==> config.mk <==
export PLATFORM = sky130hd
export DESIGN_NAME = wide_add_seq_flat
export DESIGN_NICKNAME = d
export VERILOG_FILES = /design/src/rtl/wide_add_seq_pkg.sv /design/src/rtl/wide_add_seq_if.sv /design/src/rtl/wide_add_seq_bk16.sv /design/src/rtl/wide_add_seq.sv /design/src/flat_wrapper.sv
export SDC_FILE = /design/constraint.sdc
export NUM_CORES = 1
export LEC_CHECK = 0
export CAP_MARGIN = 20
export CORE_ASPECT_RATIO = 1.25
export CORE_UTILIZATION = 45
export DETAILED_ROUTE_END_ITERATION = 10
export DONT_BUFFER_PORTS = 1
export GPL_ROUTABILITY_DRIVEN = 0
export PLACE_DENSITY = 0.57
export SLEW_MARGIN = 20
export SYNTH_ARGS = -nofsm -noshare
export SYNTH_HDL_FRONTEND = slang
export SYNTH_HIERARCHICAL = 1
export SYNTH_SLANG_ARGS = --single-unit
==> constraint.sdc <==
create_clock -name Clk -period 9.4 [get_ports Clk]
set_clock_uncertainty 0.1 [all_clocks]
set_input_delay 1.88 -clock Clk [delete_from_list [all_inputs] [get_ports Clk]]
set_output_delay 1.88 -clock Clk [all_outputs]
set_load 0.1 [all_outputs]
==> src/rtl/wide_add_seq_pkg.sv <==
// Shared constants for the chunked wide adder: chunk width, FSM encoding,
// and the signed-overflow helper.
package wide_add_seq_pkg;

   localparam int unsigned CHUNK_W = 16;

   localparam logic [1:0] ST_IDLE = 2'd0;
   localparam logic [1:0] ST_BUSY = 2'd1;
   localparam logic [1:0] ST_DONE = 2'd2;

   // Carry into the MSB is recovered as s^a^b, so overflow is cout xor that.
   function automatic logic ovf_bit(input logic cout, input logic s_msb,
                                    input logic a_msb, input logic b_msb);
      return cout ^ (s_msb ^ a_msb ^ b_msb);
   endfunction

endpackage

==> src/rtl/wide_add_seq_if.sv <==
// Operand/result handshake bundle for wide_add_seq; master is the client side.
interface wide_add_seq_if
   import wide_add_seq_pkg::*;
#(
   parameter int unsigned WORDS = 4
);
   localparam int unsigned OP_W = CHUNK_W * WORDS;

   logic            InValid;
   logic            InReady;
   logic [OP_W-1:0] A;
   logic [OP_W-1:0] B;
   logic            Cin;
   logic            Sub;
   logic            OutValid;
   logic            OutReady;
   logic [OP_W-1:0] S;
   logic            Cout;
   logic            Ovf;

   modport master (
      output InValid, A, B, Cin, Sub, OutReady,
      input  InReady, OutValid, S, Cout, Ovf
   );

   modport slave (
      input  InValid, A, B, Cin, Sub, OutReady,
      output InReady, OutValid, S, Cout, Ovf
   );

endinterface

==> src/rtl/wide_add_seq_bk16.sv <==
// 16-bit Brent-Kung parallel-prefix adder, purely combinational.
module BrentKung16 (
   input  logic [15:0] A,
   input  logic [15:0] B,
   input  logic        Cin,
   output logic [15:0] S,
   output logic        Cout
);

   logic [15:0] p;
   logic [15:0] gg;
   logic [15:0] pp;

   // Cin is folded into bit 0 so gg[i] ends up as the carry out of bit i.
   always_comb begin
      p  = A ^ B;
      gg = A & B;
      pp = p;
      gg[0] = gg[0] | (p[0] & Cin);
      for (int unsigned l = 0; l < 4; l++) begin
         for (int unsigned i = 0; i < 16; i++) begin
            if (((i + 1) % (2 << l)) == 0) begin
               gg[i] = gg[i] | (pp[i] & gg[4'(i - (1 << l))]);
               pp[i] = pp[i] & pp[4'(i - (1 << l))];
            end
         end
      end
      for (int l = 2; l >= 0; l--) begin
         for (int unsigned i = 0; i < 16; i++) begin
            if ((i + 1) >= (3 << l) && (((i + 1) - (3 << l)) % (2 << l)) == 0) begin
               gg[i] = gg[i] | (pp[i] & gg[4'(i - (1 << l))]);
               pp[i] = pp[i] & pp[4'(i - (1 << l))];
            end
         end
      end
      S    = p ^ {gg[14:0], Cin};
      Cout = gg[15];
   end

endmodule

==> src/rtl/wide_add_seq.sv <==
// Multi-cycle WORDS*16-bit add/subtract: one 16-bit chunk per cycle, LSB first,
// carry chained through a register around a single BrentKung16.
module wide_add_seq
   import wide_add_seq_pkg::*;
#(
   parameter int unsigned WORDS = 4
) (
   input  logic           Clk,
   input  logic           Reset,
   wide_add_seq_if.slave  bus
);

   localparam int unsigned      IDX_W    = $clog2(WORDS);
   localparam int unsigned      OP_W     = CHUNK_W * WORDS;
   localparam logic [IDX_W-1:0] IDX_LAST = IDX_W'(WORDS - 1);

   logic [1:0]                      state_q, state_d;
   logic [WORDS-1:0][CHUNK_W-1:0]   a_q, a_d;
   logic [WORDS-1:0][CHUNK_W-1:0]   b_q, b_d;
   logic [WORDS-1:0][CHUNK_W-1:0]   s_q, s_d;
   logic [IDX_W-1:0]                idx_q, idx_d;
   logic                            carry_q, carry_d;
   logic                            cout_q, cout_d;
   logic                            ovf_q, ovf_d;
   logic                            in_ready_q, in_ready_d;
   logic                            out_valid_q, out_valid_d;

   logic [CHUNK_W-1:0]              bk_a, bk_b, bk_s;
   logic                            bk_cout;
   logic                            last_chunk;

   assign bk_a       = a_q[idx_q];
   assign bk_b       = b_q[idx_q];
   assign last_chunk = (idx_q == IDX_LAST);

   BrentKung16 u_bk16 (
      .A    (bk_a),
      .B    (bk_b),
      .Cin  (carry_q),
      .S    (bk_s),
      .Cout (bk_cout)
   );

   // State and datapath registers; reset wins over everything on the same edge.
   always_ff @(posedge Clk) begin
      if (Reset) begin
         state_q     <= ST_IDLE;
         a_q         <= '0;
         b_q         <= '0;
         s_q         <= '0;
         idx_q       <= '0;
         carry_q     <= 1'b0;
         cout_q      <= 1'b0;
         ovf_q       <= 1'b0;
         in_ready_q  <= 1'b1;
         out_valid_q <= 1'b0;
      end else begin
         state_q     <= state_d;
         a_q         <= a_d;
         b_q         <= b_d;
         s_q         <= s_d;
         idx_q       <= idx_d;
         carry_q     <= carry_d;
         cout_q      <= cout_d;
         ovf_q       <= ovf_d;
         in_ready_q  <= in_ready_d;
         out_valid_q <= out_valid_d;
      end
   end

   always_comb begin
      state_d = state_q;
      unique case (state_q)
         ST_IDLE: if (bus.InValid)  state_d = ST_BUSY;
         ST_BUSY: if (last_chunk)   state_d = ST_DONE;
         ST_DONE: if (bus.OutReady) state_d = ST_IDLE;
         default:                   state_d = ST_IDLE;
      endcase
   end

   // Handshake flags follow the next state so they come straight from flops.
   always_comb begin
      a_d         = a_q;
      b_d         = b_q;
      s_d         = s_q;
      idx_d       = idx_q;
      carry_d     = carry_q;
      cout_d      = cout_q;
      ovf_d       = ovf_q;
      in_ready_d  = (state_d == ST_IDLE);
      out_valid_d = (state_d == ST_DONE);
      unique case (state_q)
         ST_IDLE: begin
            if (bus.InValid) begin
               a_d     = bus.A;
               b_d     = bus.B ^ {OP_W{bus.Sub}};
               carry_d = bus.Cin ^ bus.Sub;
               idx_d   = '0;
            end
         end
         ST_BUSY: begin
            s_d[idx_q] = bk_s;
            carry_d    = bk_cout;
            if (last_chunk) begin
               idx_d  = '0;
               cout_d = bk_cout;
               ovf_d  = ovf_bit(bk_cout, bk_s[CHUNK_W-1], bk_a[CHUNK_W-1],
                                bk_b[CHUNK_W-1]);
            end else begin
               idx_d = idx_q + IDX_W'(1);
            end
         end
         default: ;
      endcase
   end

   assign bus.InReady  = in_ready_q;
   assign bus.OutValid = out_valid_q;
   assign bus.S        = s_q;
   assign bus.Cout     = cout_q;
   assign bus.Ovf      = ovf_q;

endmodule

==> src/flat_wrapper.sv <==
// flat-port wrapper written by rule: the top's interface ports become plain ports
module wide_add_seq_flat import wide_add_seq_pkg::*;
#(
   parameter int unsigned WORDS = 4
)
  (Clk, Reset, bus_InValid, bus_A, bus_B, bus_Cin, bus_Sub, bus_OutReady, bus_InReady, bus_OutValid, bus_S, bus_Cout, bus_Ovf);
  wide_add_seq_if #(.WORDS(WORDS)) bus_i ();
  input  logic Clk;
  input  logic Reset;
  input wire logic [$bits(bus_i.InValid)-1:0] bus_InValid;
  input wire logic [$bits(bus_i.A)-1:0] bus_A;
  input wire logic [$bits(bus_i.B)-1:0] bus_B;
  input wire logic [$bits(bus_i.Cin)-1:0] bus_Cin;
  input wire logic [$bits(bus_i.Sub)-1:0] bus_Sub;
  input wire logic [$bits(bus_i.OutReady)-1:0] bus_OutReady;
  output wire logic [$bits(bus_i.InReady)-1:0] bus_InReady;
  output wire logic [$bits(bus_i.OutValid)-1:0] bus_OutValid;
  output wire logic [$bits(bus_i.S)-1:0] bus_S;
  output wire logic [$bits(bus_i.Cout)-1:0] bus_Cout;
  output wire logic [$bits(bus_i.Ovf)-1:0] bus_Ovf;
  assign bus_i.InValid = bus_InValid;
  assign bus_i.A = bus_A;
  assign bus_i.B = bus_B;
  assign bus_i.Cin = bus_Cin;
  assign bus_i.Sub = bus_Sub;
  assign bus_i.OutReady = bus_OutReady;
  assign bus_InReady = bus_i.InReady;
  assign bus_OutValid = bus_i.OutValid;
  assign bus_S = bus_i.S;
  assign bus_Cout = bus_i.Cout;
  assign bus_Ovf = bus_i.Ovf;
  wide_add_seq #(.WORDS(WORDS)) u_core (.Clk(Clk), .Reset(Reset), .bus(bus_i));
endmodule
After elaboration in Yosys (flattened, before gate mapping)
Index checks and enable logic that the tools add are counted.

Register bits after elaboration: 201. Bits of input ports: 134. Output and inout port bits: 68. Logic and storage cells: 123.

$add $sub $neg: 1. $lt $le $gt $ge: 2. Eq/ne operators: 5. Multiplexer cells: 16. Bitwise logic cells: 73. Reductions and logical operators: 7.

Operator list (count): $bmux W16 S2 (2); $bwmux W64 (1); $xor A64 B64 Y64 (1); $mux W16 (3); $and A1 B1 Y1 (38); $demux W16 S2 (1); $xor A16 B16 Y16 (2); $or A1 B1 Y1 (27); $and A16 B16 Y16 (1); $mux W2 (5); $eq A2 B2 Y1 const B (3); $pmux W2 S3 (1); $reduce_and A2 Y1 (3); $logic_not A2 Y1 (2); $pmux W2 S2 (1); $xor A1 B1 Y1 (4); $lt A2 B3 Y1 const B (1); $add A2 B1 Y2 const B (1); $eq A2 B1 Y1 const B (1); $ge A2 B1 Y1 const B (1); $ne A2 B2 Y1 const B (1); $pmux W1 S2 (1); $reduce_bool A2 Y1 (1); $logic_and A1 B1 Y1 (1); $mux W1 (1).

Longest topological paths before layout
Gate-level depths: netlist of run 1.

Depth after elaboration: 21. Depth in mapped cells: 17. Mapped depth without buffers: 15.

Modules after synthesis
Netlist of run 1, hierarchy kept.

Modules (own cells, without submodules): wide_add_seq (times used 1, cells each 931, area each 8245.4 um2); BrentKung16 (times used 1, cells each 70, area each 645.6 um2).

Worst setup path after synthesis of run 1
OpenSTA, ideal clock, no wires.

Path type: register to register. From: register u_core.idx_q[0]. To: register u_core.ovf_q (netlist: u_core/bus.Ovf). Setup time: 0.080 ns. Arrival: 4.011 ns. Required time: 9.220 ns. Slack: 5.209 ns. Cell stages (with the launch flop): 18. Buffers on the path: 2. Path through: dfxtp_1 > buf_6 > buf_2 > mux4_2 > inv_1 > fa_1 > inv_1 > fa_1 > a211oi_2 > o211ai_2 > a41oi_2 > o21ai_0 > fa_1 > xor2_1 > xnor2_1 > xnor2_2 > xnor2_1 > a211oi_2.

Longest elaborated chain between the ends: 21. Elaborated cells on any way between the ends: 61.

Ends and longest elaborated chain: start: declaration (line wide_add_seq.sv:21) `logic [IDX_W-1:0] idx_q, idx_d;`; start signal: assignment (line wide_add_seq.sv:62) `idx_q <= idx_d;`; $bmux W16 S2 * (line wide_add_seq.sv:33) `assign bk_b = b_q[idx_q];`; $mux W16 (implied by the code) * (line wide_add_seq.sv:33); named net u_core.bk_b[0] (line wide_add_seq.sv:28) `logic [CHUNK_W-1:0] bk_a, bk_b, bk_s;`; $xor A16 B16 Y16 (line wide_add_seq_bk16.sv:16) `p = A ^ B;`; $and A1 B1 Y1 (line wide_add_seq_bk16.sv:19) `gg[0] = gg[0] | (p[0] & Cin);`; $or A1 B1 Y1 * (line wide_add_seq_bk16.sv:19); $and A1 B1 Y1 * (line wide_add_seq_bk16.sv:23) `gg[i] = gg[i] | (pp[i] & gg[4'(i - (1 << l))]);`; $or A1 B1 Y1 * (line wide_add_seq_bk16.sv:23); [... 5 more ...]; $or A1 B1 Y1 * (line wide_add_seq_bk16.sv:31) `gg[i] = gg[i] | (pp[i] & gg[4'(i - (1 << l))]);`; $and A1 B1 Y1 * (line wide_add_seq_bk16.sv:31); $or A1 B1 Y1 * (line wide_add_seq_bk16.sv:31); $and A1 B1 Y1 * (line wide_add_seq_bk16.sv:31); $or A1 B1 Y1 * (line wide_add_seq_bk16.sv:31); $xor A16 B16 Y16 * (line wide_add_seq_bk16.sv:36) `S = p ^ {gg[14:0], Cin};`; named net u_core.bk_s[15] (line wide_add_seq.sv:28); $xor A1 B1 Y1 * (3 in a row) (line wide_add_seq_pkg.sv:14) `return cout ^ (s_msb ^ a_msb ^ b_msb);`; end signal: assignment (line wide_add_seq.sv:65) `ovf_q <= ovf_d;`; end: declaration (line wide_add_seq.sv:24) `logic ovf_q, ovf_d;`.

Mark *: on every way through the listed nets, which the timed path passes. The rest lies on a longest branch. The select of a mux whose other input is x is not followed. A chain may end at the register's enable or synchronous reset.

Final worst setup path of run 1
From: register u_core.idx_q[1]. To: register u_core.ovf_q (netlist: u_core/bus.Ovf).

Longest elaborated chain between the ends: 21. Elaborated cells on any way between the ends: 61.

Ends and longest elaborated chain: $bmux W16 S2 * (line wide_add_seq.sv:32) `assign bk_a = a_q[idx_q];`; $mux W16 (implied by the code) * (line wide_add_seq.sv:32); named net u_core.bk_a[0] (line wide_add_seq.sv:28); $xor A16 B16 Y16 (line wide_add_seq_bk16.sv:16); $and A1 B1 Y1 (line wide_add_seq_bk16.sv:19); $or A1 B1 Y1 * (line wide_add_seq_bk16.sv:19); $and A1 B1 Y1 * (line wide_add_seq_bk16.sv:23); $or A1 B1 Y1 * (line wide_add_seq_bk16.sv:23); [... 5 more ...]; $or A1 B1 Y1 * (line wide_add_seq_bk16.sv:31); $and A1 B1 Y1 * (line wide_add_seq_bk16.sv:31); $or A1 B1 Y1 * (line wide_add_seq_bk16.sv:31); $and A1 B1 Y1 * (line wide_add_seq_bk16.sv:31); $or A1 B1 Y1 * (line wide_add_seq_bk16.sv:31); $xor A16 B16 Y16 * (line wide_add_seq_bk16.sv:36); named net u_core.bk_s[15] (line wide_add_seq.sv:28); $xor A1 B1 Y1 * (3 in a row) (line wide_add_seq_pkg.sv:14).

Marked as above.

==> results of run 1 <==
## where the power goes
group | total [W] | internal (W) | leakage, nW | switching, W
combinational | 0.000257 | 0.000107 | 1.39 | 0.000150
sequential | 0.000990 | 0.000904 | 1.65 | 0.0000866
clock | 0.000816 | 0.000485 | 0.338 | 0.000330
total | 0.00206 | 0.00150 | 3.38 | 0.000567
## routing by layer
metal | wire length (µm) | vias up | global-route usage (%)
li1 | - | 3268 | -
met1 | 9909 | 3060 | 29.52
met2 | 10920 | 183 | 36.61
met3 | 1371 | 31 | 4.335
met4 | 354 | 0 | 5.134
met5 | 0 | - | 0
## cell usage after synthesis
cell and n:
nand2_1 270, dfxtp_1 201, a21oi_1 136, nor2_1 75
xnor2_1 68, a211oi_1 65, clkbuf_1 47, mux4_2 32
buf_2 27, ha_1 18, inv_1 15, fa_1 9
xor2_1 6, and2_1 4, a22oi_1 3, nor2b_1 3
o21ai_0 3, a211oi_2 2, buf_1 2, o211ai_2 2
o21a_1 2, a21o_1 1, a21o_2 1, a2bb2oi_1 1
a41oi_2 1, and2_0 1, buf_6 1, nor3_1 1
o211ai_1 1, o21bai_1 1, o31ai_2 1, xnor2_2 1
## path summary, 6_finish.rpt
path / startpoint / end / slack, ns / depth (start not counted)
worst max-delay path: u_core/idx_q[1] / u_core/bus.Ovf / 4.72 / 15
worst min-delay path: u_core/a_q[49] / u_core/a_q[49] / 0.35 / 2
worst max register to register: u_core/idx_q[1] / u_core/bus.Ovf / 4.72 / 15
worst min register to register: u_core/a_q[49] / u_core/a_q[49] / 0.35 / 2
## cell families after synthesis
kind of cell               after synthesis
and+or+nand+nor                        354
buffers and inverters                   92
muxes                                   32
AOI/OAI and AO/OA                      220
DFF                                    201
xor gates and xnor gates                75
adders and majority gates               27
## flip-flops by register name, indices dropped and copies added (netlist names)
register,cells
u_core/state_q,2
u_core/bus.InReady,1
u_core/bus.Ovf,1
u_core/carry_q,1
u_core/a_q,64
u_core/b_q,64
u_core/bus.S,64
u_core/bus.Cout,1
u_core/idx_q,2
u_core/bus.OutValid,1
## worst max-delay path, cell delays in order (launching register included)
cell and delay [ns]:
dfxtp_2 0.91, mux4_2 0.60, inv_1 0.09, fa_1 0.16
inv_1 0.05, fa_1 0.42, a211oi_2 0.27, o211ai_2 0.12
a41oi_2 0.27, o21ai_0 0.16, fa_1 0.40, xor2_1 0.35
xnor2_1 0.17, xnor2_2 0.17, xnor2_1 0.14, a211oi_2 0.21
## stage by stage
step / area (µm²) / power [W] / hold WS [ns] / util (%) / std cells
2_1_floorplan: 8891 / 0.001211 / 0.3331 / - / 1001
3_3_place_gp: 8922 / 0.001265 / 0.3352 / 45.99 / 1192
3_5_place_dp: 8922 / 0.001269 / 0.3418 / 45.99 / 1192
4_1_cts: 9599 / 0.002084 / 0.3497 / 49.48 / 1229
5_1_grt: 9599 / 0.002150 / 0.3668 / 49.48 / 1229
6_report: 9599 / 0.002063 / 0.3550 / 49.48 / 1229
## layout make-up
cell class | count | area [µm²] | area share, %
clock buffers | 32 | 626.9 | 6.530
inverters | 15 | 56.30 | 0.5865
well taps | 265 | 331.6 | 3.454
flip-flops and latches | 201 | 4026 | 41.94
multi-input cells | 708 | 4486 | 46.73
clock inverters | 5 | 50.05 | 0.5214
repair buffers | 3 | 22.52 | 0.2346
==> impl_metrics.yaml, run 1 <==
outcome:
  status: "complete, no violations"
clocking:
  clockRootBuffer: "clkbuf_16"
  h-tree-depth: 1
  post_cts_buffers: 0
  insertion_delay_ns: 0.49
  clk_pin_slew_worst_paths_ns: 0.06
  post_cts_resized: 0
  hold_buffers: 0
  clock_path_buffers: 3
  cts.sinks: 201
  cts_tree: "built"
  cts_buffers: 21
layout:
  areaGrowthSynthToFinish_pct: 7.965
  mostFrequentLayoutCells: "nand2_1, dfxtp_1, a21oi_1, nor2_1, xnor2_1"
  diodes: 0
  layout_commonest_cell: "nand2_1"
  drive_gt1_share_pct: 8.195
  fillers: 1938
  fin_nets: 1111
logic_synthesis:
  synth_top_family_by_area: "simple AND/OR/NAND/NOR gates"
  ys_seq_area_share_pct: 45.26
  synth_area_per_cell_um2: 8.882
  ys_types: 32
  ys_seq_elements: 201
  synth_adder_area_share_pct: 4.560
  synth_compound_area_share_pct: 15.07
  synth_cells: 1001
  yosys-top-cells-area: "dfxtp_1, nand2_1, mux4_2"
  synth_top_area_share_pct: 45.26
  syn_nets: 1162
  muxShareOfSynthArea_pct: 8.106
  synth-xor-area-share_pct: 7.473
  yosys.area_share.simple_pct: 15.18
  syn-cell-area_um2: 8891
  synth-warning-count: 6
  synth_top_area_cell: "dfxtp_1"
floorplan:
  floorplan.initialDensity_pct: 45.83
  fp.dieArea_um2: 20330
  core-area_um2: 19400
  die_height_um: 159.2
  die_w_um: 127.7
  io_pins: 202
  num_rows: 57
routing:
  dr.first_iter.drc_count: 508
  ant_nets: 0
  drc: 0
  viasPerCell: 5.323
  wirelength_mm: 22.55
  routed-via-count: 6542
  wl_per_cell_um: 18.35
  drt_pass1_iterations: 5
global_route:
  grt_pass1_wl_mm: 34.67
  overflow: 0
  grt_pass1_vias: 6153
  grt_max_degree: 201
  grt_usage_pct: 22.06
  antenna_found_initial: 0
sta:
  period_share_pct: 49.79
  setup_tns_ns: 0
  relSlewSlack_pct: 31.14
  max_freq_mhz: 213.7
  post-route-min-period_ns: 4.680
  setup_viol: 0
  hold_viol: 0
  finalMaxSlewViolations: 0
  fin_ws_ns: 4.720
  rsz0062_at_grt: "false"
  tightestPinTransition_ns: 1.031
power_and_ir_drop:
  leakagePower_nw: 3.375
  vdd_drop_max_uv: 114.7
  power.density_nw_per_um2: 214.9
worst_setup_path:
  endpoint_kind: "flop"
  arrival_ns: 4.99
  cp.required_ns: 9.71
  path_max_fanout: 36
  worstSetupPathType: "reg2reg"
  worstSetupStartpointType: "flop"
placed_design:
  hpwl_mm: 15.99
  portBuffers: 0
  pre_cts_ws_ns: 4.694
run:
  drv_cap: 0
min_path:
  hold_class: "reg2reg"
No activity file was read; power rests on OpenSTA's default activity.
==> run 2: changes to the inputs <==
PLACE_DENSITY = 0.59   (was 0.57)
clock period = 4.1 ns   (was 9.4 ns; I/O delays follow)
==> impl_metrics.yaml, run 2 (synthesized netlist as in run 1, its figures left out) <==
power_and_ir_drop:
  leakagePower_nw: 3.428
  fin_total_pwr_w: 0.004731
  vdd_drop_max_uv: 275.4
  power.density_nw_per_um2: 486.7
worst_setup_path:
  path_max_fanout: 3
  cp.required_ns: 4.42
  arrival_ns: 4.20
  endpoint_kind: "flop"
  worstSetupPathType: "reg2reg"
  worstSetupStartpointType: "flop"
routing:
  drc: 0
  dr.first_iter.drc_count: 404
  routed-via-count: 6667
  ant_nets: 0
  wl_per_cell_um: 19.10
  wirelength_mm: 23.66
  viasPerCell: 5.381
  drt_pass1_iterations: 5
clocking:
  clk_pin_slew_worst_paths_ns: 0.06
  insertion_delay_ns: 0.49
  cts.sinks: 201
  cts_buffers: 21
  clockRootBuffer: "clkbuf_16"
  cts_tree: "built"
  clock_path_buffers: 3
  h-tree-depth: 1
global_route:
  grt_pass1_vias: 6412
  grt_usage_pct: 23.07
  overflow: 0
  antenna_found_initial: 0
  grt_pass1_wl_mm: 36.32
  grt_max_degree: 201
sta:
  post-route-min-period_ns: 3.888
  max_freq_mhz: 257.2
  setup_tns_ns: 0
  fin_ws_ns: 0.2122
  hold_viol: 0
  finalMaxSlewViolations: 0
  timing.hold.ws_ns: 0.2942
  setup_viol: 0
  period_share_pct: 94.82
  rsz0062_at_grt: "false"
  tightestPinTransition_ns: 1.028
  relSlewSlack_pct: 31.35
placed_design:
  pre_cts_ws_ns: 0.1413
  hpwl_mm: 16.95
  portBuffers: 0
  dp_cells: 1200
floorplan:
  io_pins: 202
  fp.dieArea_um2: 20330
  core-area_um2: 19400
  die_height_um: 159.2
  num_rows: 57
  die_w_um: 127.7
  floorplan.initialDensity_pct: 45.83
min_path:
  hold_class: "in2reg"
layout:
  mostFrequentLayoutCells: "nand2_1, dfxtp_1, a21oi_1, nor2_1, xnor2_1"
  layout_commonest_cell: "nand2_1"
  fillers: 1944
  drive_gt1_share_pct: 9.240
  fin_nets: 1121
  diodes: 0
  fin_cells: 1239
  areaGrowthSynthToFinish_pct: 9.330
outcome:
  status: "complete, no violations"
run:
  drv_cap: 0
-- run 2: cell types whose count changed in the layout (fill, tap and decap cells not counted), moves of 2 or more --
cell and change:
buf_12 +2, buf_4 +7, clkbuf_1 +2, clkbuf_8 -2
-- run 2: area by class of cell --
| cell class | count | area [µm²] | area share, % |
|---|---|---|---|
| inverter | 15 | 56.30 | 0.5792 |
| multi-input combinational | 708 | 4504 | 46.34 |
| sequential | 201 | 4029 | 41.45 |
| clock inverter | 5 | 52.55 | 0.5406 |
| clock buffer | 32 | 606.8 | 6.243 |
| tap | 265 | 331.6 | 3.411 |
| timing repair buffer | 13 | 140.1 | 1.442 |
-- run 2: power by group --
group | total [W] | internal [W] | switching (W)
logic | 0.000614 | 0.000260 | 0.000354
registers | 0.00228 | 0.00207 | 0.000207
clock network | 0.00184 | 0.00108 | 0.000758
-- run 2: per-stage QoR --
stage	cell area (µm²)	utilization, %
after global routing	9721	50.11
after global placement	9007	46.43
final	9721	50.11
after detailed placement	9007	46.43
after CTS	9667	49.83
after floorplan	8896	-
-- run 2: final timing paths --
check | startpoint | to | slack, ns | cells after the start
setup reg to reg | u_core/idx_q[1] | u_core/bus.Ovf | 0.21 | 15
setup / recovery | u_core/idx_q[1] | u_core/bus.Ovf | 0.21 | 15
hold reg to reg | u_core/a_q[53] | u_core/a_q[53] | 0.35 | 2
hold / removal | Reset | u_core/b_q[25] | 0.29 | 1
-- run 2: repair_timing --
action                                  4_1_cts  5_1_grt
endpoints found under the setup margin        0        1
setup buffers                                 0        1
gates resized for setup                       0        4
endpoints found under the hold margin         0        0
hold buffers                                  0        0
-- run 2: worst max-delay path, stage by stage, from the launching register on --
cell      delay [ns]
dfxtp_2         0.41
mux4_2          0.52
inv_1           0.09
fa_1            0.18
inv_1           0.05
fa_1            0.42
a211oi_2        0.31
o211ai_2        0.13
a41oi_2         0.19
o21ai_0         0.14
fa_1            0.42
xor2_2          0.21
xnor2_2         0.15
xnor2_2         0.15
xnor2_1         0.13
a211oi_2        0.20
-- run 2: routing by layer --
metal	GRT usage (%)	routed length [µm]	up-vias
met1	29.69	10040	3117
met3	5.276	1695	42
met5	0	0	-
met4	6.417	546	0
met2	38.59	11380	219
li1	-	-	3289
